## src/rtl/connect4_turn_ctrl_if.sv

```systemverilog
// rtl/connect4_turn_ctrl_if.sv - player inputs, win-checker handshake and game-state outputs
interface connect4_turn_ctrl_if;
  logic [3:0]  col_n;
  logic        btn_n;
  logic        chk_done;
  logic        chk_win;
  logic        chk_req;
  logic [15:0] gameboard;
  logic [15:0] player_moves;
  logic        cur_player;
  logic        game_over;
  logic [1:0]  winner;
  logic        move_err;

  // Driver side: supplies switches, button and checker results
  modport master (
    output col_n, btn_n, chk_done, chk_win,
    input  chk_req, gameboard, player_moves, cur_player, game_over, winner, move_err
  );

  // Controller side
  modport slave (
    input  col_n, btn_n, chk_done, chk_win,
    output chk_req, gameboard, player_moves, cur_player, game_over, winner, move_err
  );
endinterface

```

## src/rtl/connect4_turn_ctrl.sv

```systemverilog
// rtl/connect4_turn_ctrl.sv - 4x4 connect-four turn controller; optional turn forfeit via MOVE_TIMEOUT_EN
module connect4_turn_ctrl #(
  parameter int TIMEOUT_CYCLES = 1000,
  parameter bit FIRST_P2       = 1'b0
) (
  input logic                 clk,
  input logic                 reset,
  connect4_turn_ctrl_if.slave bus
);

  typedef enum logic [2:0] {IDLE, DECODE, WRITE, CHECK, NEXT, OVER} state_t;

  state_t      state, state_nxt;
  logic        btn_prev;
  logic        btn_evt;
  logic [3:0]  col_lat;
  logic [15:0] board;
  logic [15:0] owner;
  logic        player;
  logic [1:0]  win_r;
  logic        over_r;
  logic        req_r;
  logic        err_r;

  logic        col_ok;
  logic [1:0]  col_idx;
  logic [3:0]  col_bits;
  logic        col_full;
  logic [1:0]  row_idx;
  logic [3:0]  tgt_idx;

  logic        latch_col;
  logic        write_en;
  logic        toggle;
  logic        set_win;
  logic [1:0]  win_val;
  logic        req_now;
  logic        err_now;
  logic        timeout_hit;

  // A press is a 1 -> 0 transition of the button sample
  assign btn_evt = btn_prev & ~bus.btn_n;

  // Decode the latched column and find the lowest free row in it
  always_comb begin
    col_ok  = 1'b1;
    col_idx = 2'd0;
    case (~col_lat)
      4'b0001: col_idx = 2'd0;
      4'b0010: col_idx = 2'd1;
      4'b0100: col_idx = 2'd2;
      4'b1000: col_idx = 2'd3;
      default: col_ok  = 1'b0;
    endcase
    col_bits = {board[{2'd3, col_idx}], board[{2'd2, col_idx}],
                board[{2'd1, col_idx}], board[{2'd0, col_idx}]};
    col_full = &col_bits;
    if (!col_bits[0])      row_idx = 2'd0;
    else if (!col_bits[1]) row_idx = 2'd1;
    else if (!col_bits[2]) row_idx = 2'd2;
    else                   row_idx = 2'd3;
    tgt_idx = {row_idx, col_idx};
  end

`ifdef MOVE_TIMEOUT_EN
  localparam int TW = $clog2(TIMEOUT_CYCLES) + 1;
  logic [TW-1:0] tmo_cnt;

  assign timeout_hit = (state == IDLE) && !btn_evt && (tmo_cnt == TW'(TIMEOUT_CYCLES - 1));

  // Idle-cycle counter; restarts on a press, a forfeit or leaving IDLE
  always_ff @(posedge clk) begin
    if (!reset) begin
      tmo_cnt <= '0;
    end else if (state != IDLE || btn_evt || timeout_hit) begin
      tmo_cnt <= '0;
    end else begin
      tmo_cnt <= tmo_cnt + 1'b1;
    end
  end
`else
  logic unused_tmo;
  assign unused_tmo  = (TIMEOUT_CYCLES == 0);
  assign timeout_hit = 1'b0;
`endif

  // State register
  always_ff @(posedge clk) begin
    if (!reset) state <= IDLE;
    else        state <= state_nxt;
  end

  // Next-state and per-state control strobes
  always_comb begin
    state_nxt = state;
    latch_col = 1'b0;
    write_en  = 1'b0;
    toggle    = 1'b0;
    set_win   = 1'b0;
    win_val   = 2'b00;
    req_now   = 1'b0;
    err_now   = 1'b0;
    case (state)
      IDLE: begin
        if (btn_evt) begin
          latch_col = 1'b1;
          state_nxt = DECODE;
        end else if (timeout_hit) begin
          toggle  = 1'b1;
          err_now = 1'b1;
        end
      end
      DECODE: begin
        if (!col_ok || col_full) begin
          err_now   = 1'b1;
          state_nxt = IDLE;
        end else begin
          state_nxt = WRITE;
        end
      end
      WRITE: begin
        write_en  = 1'b1;
        req_now   = 1'b1;
        state_nxt = CHECK;
      end
      CHECK: begin
        if (bus.chk_done) begin
          if (bus.chk_win) begin
            set_win   = 1'b1;
            win_val   = player ? 2'b10 : 2'b01;
            state_nxt = OVER;
          end else if (board == 16'hFFFF) begin
            set_win   = 1'b1;
            win_val   = 2'b11;
            state_nxt = OVER;
          end else begin
            state_nxt = NEXT;
          end
        end
      end
      NEXT: begin
        toggle    = 1'b1;
        state_nxt = IDLE;
      end
      OVER:    state_nxt = OVER;
      default: state_nxt = IDLE;
    endcase
  end

  // Board, turn, result and one-cycle pulse registers
  always_ff @(posedge clk) begin
    if (!reset) begin
      btn_prev <= 1'b1;
      col_lat  <= 4'hF;
      board    <= '0;
      owner    <= '0;
      player   <= FIRST_P2;
      win_r    <= 2'b00;
      over_r   <= 1'b0;
      req_r    <= 1'b0;
      err_r    <= 1'b0;
    end else begin
      btn_prev <= bus.btn_n;
      if (latch_col) col_lat <= bus.col_n;
      if (write_en) begin
        board[tgt_idx] <= 1'b1;
        owner[tgt_idx] <= ~player;
      end
      if (toggle) player <= ~player;
      if (set_win) begin
        win_r  <= win_val;
        over_r <= 1'b1;
      end
      req_r <= req_now;
      err_r <= err_now;
    end
  end

  assign bus.chk_req      = req_r;
  assign bus.gameboard    = board;
  assign bus.player_moves = owner;
  assign bus.cur_player   = player;
  assign bus.game_over    = over_r;
  assign bus.winner       = win_r;
  assign bus.move_err     = err_r;

endmodule
```

## src/flat_wrapper.sv

```systemverilog
// flat-port wrapper written by rule: the top's interface ports become plain ports
module connect4_turn_ctrl_flat 
#(
  parameter int TIMEOUT_CYCLES = 1000,
  parameter bit FIRST_P2       = 1'b0
)
  (clk, reset, bus_col_n, bus_btn_n, bus_chk_done, bus_chk_win, bus_chk_req, bus_gameboard, bus_player_moves, bus_cur_player, bus_game_over, bus_winner, bus_move_err);
  connect4_turn_ctrl_if bus_i ();
  input logic clk;
  input logic reset;
  input wire logic [$bits(bus_i.col_n)-1:0] bus_col_n;
  input wire logic [$bits(bus_i.btn_n)-1:0] bus_btn_n;
  input wire logic [$bits(bus_i.chk_done)-1:0] bus_chk_done;
  input wire logic [$bits(bus_i.chk_win)-1:0] bus_chk_win;
  output wire logic [$bits(bus_i.chk_req)-1:0] bus_chk_req;
  output wire logic [$bits(bus_i.gameboard)-1:0] bus_gameboard;
  output wire logic [$bits(bus_i.player_moves)-1:0] bus_player_moves;
  output wire logic [$bits(bus_i.cur_player)-1:0] bus_cur_player;
  output wire logic [$bits(bus_i.game_over)-1:0] bus_game_over;
  output wire logic [$bits(bus_i.winner)-1:0] bus_winner;
  output wire logic [$bits(bus_i.move_err)-1:0] bus_move_err;
  assign bus_i.col_n = bus_col_n;
  assign bus_i.btn_n = bus_btn_n;
  assign bus_i.chk_done = bus_chk_done;
  assign bus_i.chk_win = bus_chk_win;
  assign bus_chk_req = bus_i.chk_req;
  assign bus_gameboard = bus_i.gameboard;
  assign bus_player_moves = bus_i.player_moves;
  assign bus_cur_player = bus_i.cur_player;
  assign bus_game_over = bus_i.game_over;
  assign bus_winner = bus_i.winner;
  assign bus_move_err = bus_i.move_err;
  connect4_turn_ctrl #(.TIMEOUT_CYCLES(TIMEOUT_CYCLES), .FIRST_P2(FIRST_P2)) u_core (.clk(clk), .reset(reset), .bus(bus_i));
endmodule
```

## config.mk

```make
export PLATFORM = sky130hd
export DESIGN_NAME = connect4_turn_ctrl_flat
export DESIGN_NICKNAME = d
export VERILOG_FILES = /design/src/rtl/connect4_turn_ctrl_if.sv /design/src/rtl/connect4_turn_ctrl.sv /design/src/flat_wrapper.sv
export SDC_FILE = /design/constraint.sdc
export NUM_CORES = 1
export LEC_CHECK = 0
export BUFFER_PORTS_ARGS = -buffer_cell sky130_fd_sc_hd__buf_2
export CAP_MARGIN = 10
export CORE_UTILIZATION = 35
export CTS_CLUSTER_SIZE = 16
export DETAILED_ROUTE_END_ITERATION = 7
export PLACE_DENSITY_LB_ADDON = 0.05
export REMOVE_ABC_BUFFERS = 1
export SLEW_MARGIN = 5
export SYNTH_ARGS = -nofsm -noshare
export SYNTH_HDL_FRONTEND = slang
export SYNTH_SLANG_ARGS = --single-unit
export TNS_END_PERCENT = 30
```

## constraint.sdc

```tcl
create_clock -name clk -period 1.9 [get_ports clk]
set_input_delay 0.19 -clock clk [delete_from_list [all_inputs] [get_ports clk]]
set_output_delay 0.19 -clock clk [all_outputs]
set_load 0.02 [all_outputs]
```

# ---- Word level (Yosys, flattened, before mapping)
# Cells that the tools add are included.
dict set report totals {
  register_bits 46
  inputBits 9
  out_inout_bits 38
  elab_cells 77
}
dict set report op_classes {
  magnitude_cmp 6
  eq_ne 12
  n_mux 36
  n_bitwise 5
  n_reduce_logical 8
}
# operator count
set op_table {}
lappend op_table {{$mux 1} 17}
lappend op_table {{$bwmux 16} 1}
lappend op_table {{$eq 16x16->1 const B} 1}
lappend op_table {{$mux 2} 8}
lappend op_table {{$or 16x16->16} 1}
lappend op_table {{$lt 4x5->1 const B} 3}
lappend op_table {{$pmux 3 s5} 1}
lappend op_table {{$mux 3} 3}
lappend op_table {{$bmux 1 s2} 4}
lappend op_table {{$eq 3x2->1 const B} 2}
lappend op_table {{$eq 3x3->1 const B} 2}
lappend op_table {{$pmux 2 s3} 1}
lappend op_table {{$lt 2x5->1 const B} 1}
lappend op_table {{$lt 3x5->1 const B} 1}
lappend op_table {{$demux 1 s4} 1}
lappend op_table {{$eq 4x1->1 const B} 1}
lappend op_table {{$eq 4x2->1 const B} 1}
lappend op_table {{$eq 4x3->1 const B} 1}
lappend op_table {{$eq 4x4->1 const B} 1}
lappend op_table {{$ge 4x1->1 const B} 1}
lappend op_table {{$not 4->4} 1}
lappend op_table {{$reduce_and 2->1} 2}
lappend op_table {{$reduce_and 4->1} 1}
lappend op_table {{$reduce_or 4->1} 1}
lappend op_table {{9 further kinds} 10}

# ---- Logic depth before layout (Yosys ltp)
dict set report logic_depth {
  ltp_word 13
  depth_mapped 8
  depth_no_buf 5
}

# ---- Least setup slack after synthesis
# OpenSTA, ideal clock, no wires.
dict set report synth_path {
  path_kind {register -> register}
  startpoint {reg u_core.col_lat[0]}
  endpoint {reg u_core.owner[14] (netlist: u_core.bus.player_moves[14])}
  setup_time_ns 0.072
  arrival_time_ns 1.867
  setup_slack_ns -0.039
  stages_incl_launch_ff 9
  n_path_buf 3
  period_less_slack_ns 1.939
  cell_sequence {dfxtp_1 buf_6 and4b_1 buf_6 a311oi_1 or3_1 buf_6 nor4b_2 mux2i_1}
}
dict set report synth_between {
  elab_chain_cells 13
  elab_cells_between_ends 20
}
# item line_no
set synth_rtl {}
lappend synth_rtl {{start: declaration} connect4_turn_ctrl.sv:16} ;# logic [3:0] col_lat;
lappend synth_rtl {{start signal: assignment} connect4_turn_ctrl.sv:164} ;# if (latch_col) col_lat <= bus.col_n;
lappend synth_rtl {{$not 4->4 *} connect4_turn_ctrl.sv:48} ;# case (~col_lat)
lappend synth_rtl {{$eq 4x4->1 (tied with other cells)} connect4_turn_ctrl.sv:48}
lappend synth_rtl {{$pmux 2 s3 *} connect4_turn_ctrl.sv:48}
lappend synth_rtl {{$bmux 1 s2} connect4_turn_ctrl.sv:55} ;# col_bits = {board[{2'd3, col_idx}], board[{2'd2, col_idx}],
lappend synth_rtl {{$mux 1 (implied by the code)} connect4_turn_ctrl.sv:55}
lappend synth_rtl {{$mux 1} connect4_turn_ctrl.sv:60} ;# else if (!col_bits[2]) row_idx = 2'd2;
lappend synth_rtl {{$mux 2} connect4_turn_ctrl.sv:59} ;# else if (!col_bits[1]) row_idx = 2'd1;
lappend synth_rtl {{$mux 2} connect4_turn_ctrl.sv:58} ;# if (!col_bits[0]) row_idx = 2'd0;
lappend synth_rtl {{$lt 4x5->1 (implied by the code) / $ge 4x1->1 (equally long branches)} connect4_turn_ctrl.sv:167} ;# owner[tgt_idx] <= ~player;
lappend synth_rtl {{$logic_and 1x1->1 (implied by the code)} connect4_turn_ctrl.sv:167}
lappend synth_rtl {{$mux 1 (implied by the code)} connect4_turn_ctrl.sv:167}
lappend synth_rtl {{$demux 1 s4 *} --}
lappend synth_rtl {{$bwmux 16 *} connect4_turn_ctrl.sv:167}
lappend synth_rtl {{end signal: indexed assignment} connect4_turn_ctrl.sv:167}
lappend synth_rtl {{end: declaration} connect4_turn_ctrl.sv:18} ;# logic [15:0] owner;
# Every way passes the cells marked *; elsewhere a longest branch is shown, timed or not. The select of a mux whose other input is x is not followed.
# A chain may end at the register's enable or synchronous reset.

# ---- Worst setup path in the final report
dict set report layout_path {
  startpoint {reg u_core.col_lat[1]}
  endpoint {reg u_core.owner[9] (netlist: u_core.bus.player_moves[9])}
}
# The elaborated chain is that of the path after synthesis.

==> reports/summary.txt <==
status - finished, violations left
failing checks - negative setup slack
crit path max-delay cell type - mux4_2
# IOs - 47
critical path data arrival time - 2.21 ns
die area - 0.00633 sq mm
Max transition margin - 0.681
final instance area - 0.00303 sq mm
Root Driver - clkbuf_8
Yosys cell types - 49
area post-placement - 0.00267 sq mm
Worst Path Buf+Inv - 2
largest net degree at the start of global routing - 26
initial antenna violation count - 0
most used flip-flop cell after synthesis - dfxtp_1
Final Skew - 0.00536 ns
synth top area cells - dfxtp_1 (44%), mux2i_1 (7.6%), o21a_1 (5.4%)
Yosys reg bits - 46
fin crit period - 1.99 ns
Clock Sinks - 46
final setup vio count - 7
Post-synth EDFFs - 0
diode count - 0
Global Route Usage Sum - 0.186
drt pass-1 iters - 4
Die X-Extent - 79.5 um
proportion of layout cells with a drive suffix above 1 - 0.432
number of buffers on the longest clock path - 2
global-route wire length before repair - 9010 um
Leakage - 0.00131 uW
Worst Hold Endpoint - u_core.btn_prev
Area growth, synth to finish - 43.8%
critical path class - reg -> reg
GPL Wtd Cong - 0.810
IR drop worst, VDD - 299 uV
Slew Limit Fails - 0
Synth Cell Area - 0.00210 sq mm
CTS tree - yes
worst slew pin tran - 0.474 ns
Worst Setup End Kind - flop
starting density of the core - 0.373
crit-path leading delay family - multiplexers
WL final - 5580 um
flop2flop setup slack - -0.09 ns
iteration-0 DRC count of the detailed router - 90
Worst R2R Start - u_core.col_lat[1]
Reg clk slew, reported paths - 0.08 ns
H-tree depth - 2
area leader, netlist - dfxtp_1
Hold Crit Class - in -> reg
hold_sp - bus_btn_n
Yosys top cell area share - 0.438
WL per Instance - 14.7 um
final core utilization - 0.536
vias in the first global route - 1,786
final hold viol count - 0
reg2reg path depth - 7
cell count after synthesis - 218
Max-cap violations - 0
number of nets in the layout - 316
CTS Buf Count - 5
die height - 79.5 um
vias per cell - 4.98
post-DP HPWL - 3990 um
Final WS setup - -0.0856 ns
Via Count - 1,894
crit share post-route - 1.05
Crit path largest cell delay - 0.56 ns
Port Buf Inserts - 46
pwr dens - 678 mW/mm^2
post-synthesis sequential area ratio - 0.438
RSZ-0062 raised after global routing - true
Syn. warnings - 0
Min-Delay Path Depth - 2
Antenna Violating Nets Remaining - 0
crit-path max FO - 5
R2R Path End - u_core.bus.player_moves[9]
Worst EP required - 2.13 ns
Peak Freq - 504 MHz
FFs w/ async S/R, synth - 0
GR Overflow Total - 0
Worst Setup Start Kind - flop
worst path cell trace - buf_8, xnor2_2, nor2_2, mux4_2, buf_6, nor4_4, mux2i_1
cts hold-fix bufs - 0
Worst-Skew Late Latency - 0.30 ns
# DRC - 0
syn avg cell area - 9.65 sq um
Core Box Area - 0.00564 sq mm
num rows - 27
[routing by layer]
metal | track usage | up-vias | wire length, um
met3 | 0.0446 | 10 | 219
met1 | 0.253 | 876 | 2730
met4 | 0.0564 | 0 | 93
met2 | 0.290 | 38 | 2530
met5 | 0 | - | 0
li1 | - | 970 | -
[per-stage QoR]
stage / power, uW / hold WS, ns / setup WS (ns) / setup TNS (ns) / std cells
after floorplan: 1170 / 0.252 / -0.378 / -5.93 / 204
after global placement: 1350 / 0.383 / -0.127 / -1.62 / 365
after detailed placement: 1350 / 0.392 / -0.196 / -3.05 / 365
after CTS: 2010 / 0.0763 / -0.0784 / -0.651 / 374
after global routing: 2150 / 0.0921 / -0.187 / -1.76 / 380
final: 2050 / 0.0812 / -0.0856 / -0.362 / 380
[registers in the layout (all words and copies together), names as in the netlist]
register                 count
u_core.bus.winner            2
u_core.state                 3
u_core.bus.cur_player        1
u_core.bus.game_over         1
u_core.bus.player_moves     16
u_core.btn_prev              1
u_core.bus.gameboard        16
u_core.bus.chk_req           1
u_core.col_lat               4
u_core.bus.move_err          1
[worst max path at each step]
| stage | from | to | slack, ns | depth (start not counted) |
|---|---|---|---|---|
| after global placement | u_core.col_lat[2] | u_core.bus.player_moves[11] | -0.13 | 6 |
| after floorplan | u_core.col_lat[1] | u_core.bus.player_moves[13] | -0.38 | 5 |
| final | u_core.col_lat[1] | u_core.bus.player_moves[9] | -0.09 | 7 |
| after global routing | u_core.col_lat[1] | u_core.bus.player_moves[9] | -0.19 | 7 |
| after CTS | u_core.col_lat[1] | u_core.bus.player_moves[11] | -0.08 | 7 |
| after detailed placement | u_core.col_lat[2] | u_core.bus.player_moves[11] | -0.20 | 6 |
[synthesized netlist by cell type, types with 2 or more instances]
cell type	number
o221a_2	2
clkbuf_1	8
nand3b_1	4
o21ai_0	6
nor4_1	2
or3_1	5
and2_1	3
nand2b_1	6
mux2i_1	16
xnor2_1	3
a21oi_1	7
nor2_1	6
nor4_2	3
dfxtp_1	46
buf_6	4
o21a_1	15
nor3_1	7
nand2_1	29
inv_1	6
a21boi_1	2
a21boi_0	5
nand4_1	6
[layout make-up]
class	count	area, sq um
Clock buffer	6	82.6
Clock inverter	2	12.5
Fill cell	523	2620
Inverter	6	22.5
Multi-Input combinational cell	152	1200
Sequential cell	46	933
Tap cell	72	90.1
Timing Repair Buffer	96	688
[cells by family (layout without fill, tap and decap cells)]
| kind of cell | Yosys count | after routing | synth area share |
|---|---|---|---|
| buf+inv | 20 | 110 | 0.0523 |
| flops | 46 | 46 | 0.438 |
| simple gates | 84 | 84 | 0.235 |
| mux | 17 | 17 | 0.0868 |
| xor+xnor | 4 | 4 | 0.0166 |
| fa+ha+maj | 1 | 1 | 0.00476 |
| compound gates | 46 | 46 | 0.167 |
[power by group]
group / total (uW) / leakage, uW / switching [uW] / internal (uW)
Combinational: 432 / 0.000896 / 206 / 227
Sequential: 996 / 0.000371 / 15.4 / 980
Clock: 624 / 0.0000472 / 331 / 293
[placed cells by master, fill, tap and decap left out, drive strengths merged, types with 2 or more instances in the layout]
master	count
nor4b	2
dfxtp	46
o221a	2
xnor2	3
o21ai	6
nor2	6
mux2i	16
nor4	6
or3b	2
a21boi	7
nand3b	4
a21oi	7
and2	3
buf	94
o21a	15
nand2b	6
inv	6
nand4	6
nand2	29
nor3	7
or3	5
clkbuf	8
[what timing repair did]
item                       CTS  global route
setup buffers                1             4
setup endpoints to repair   32            32
pin swaps                    4             6
cloned                       0             2
gates resized for setup     18            17
(Power assumes the default switching activity.)
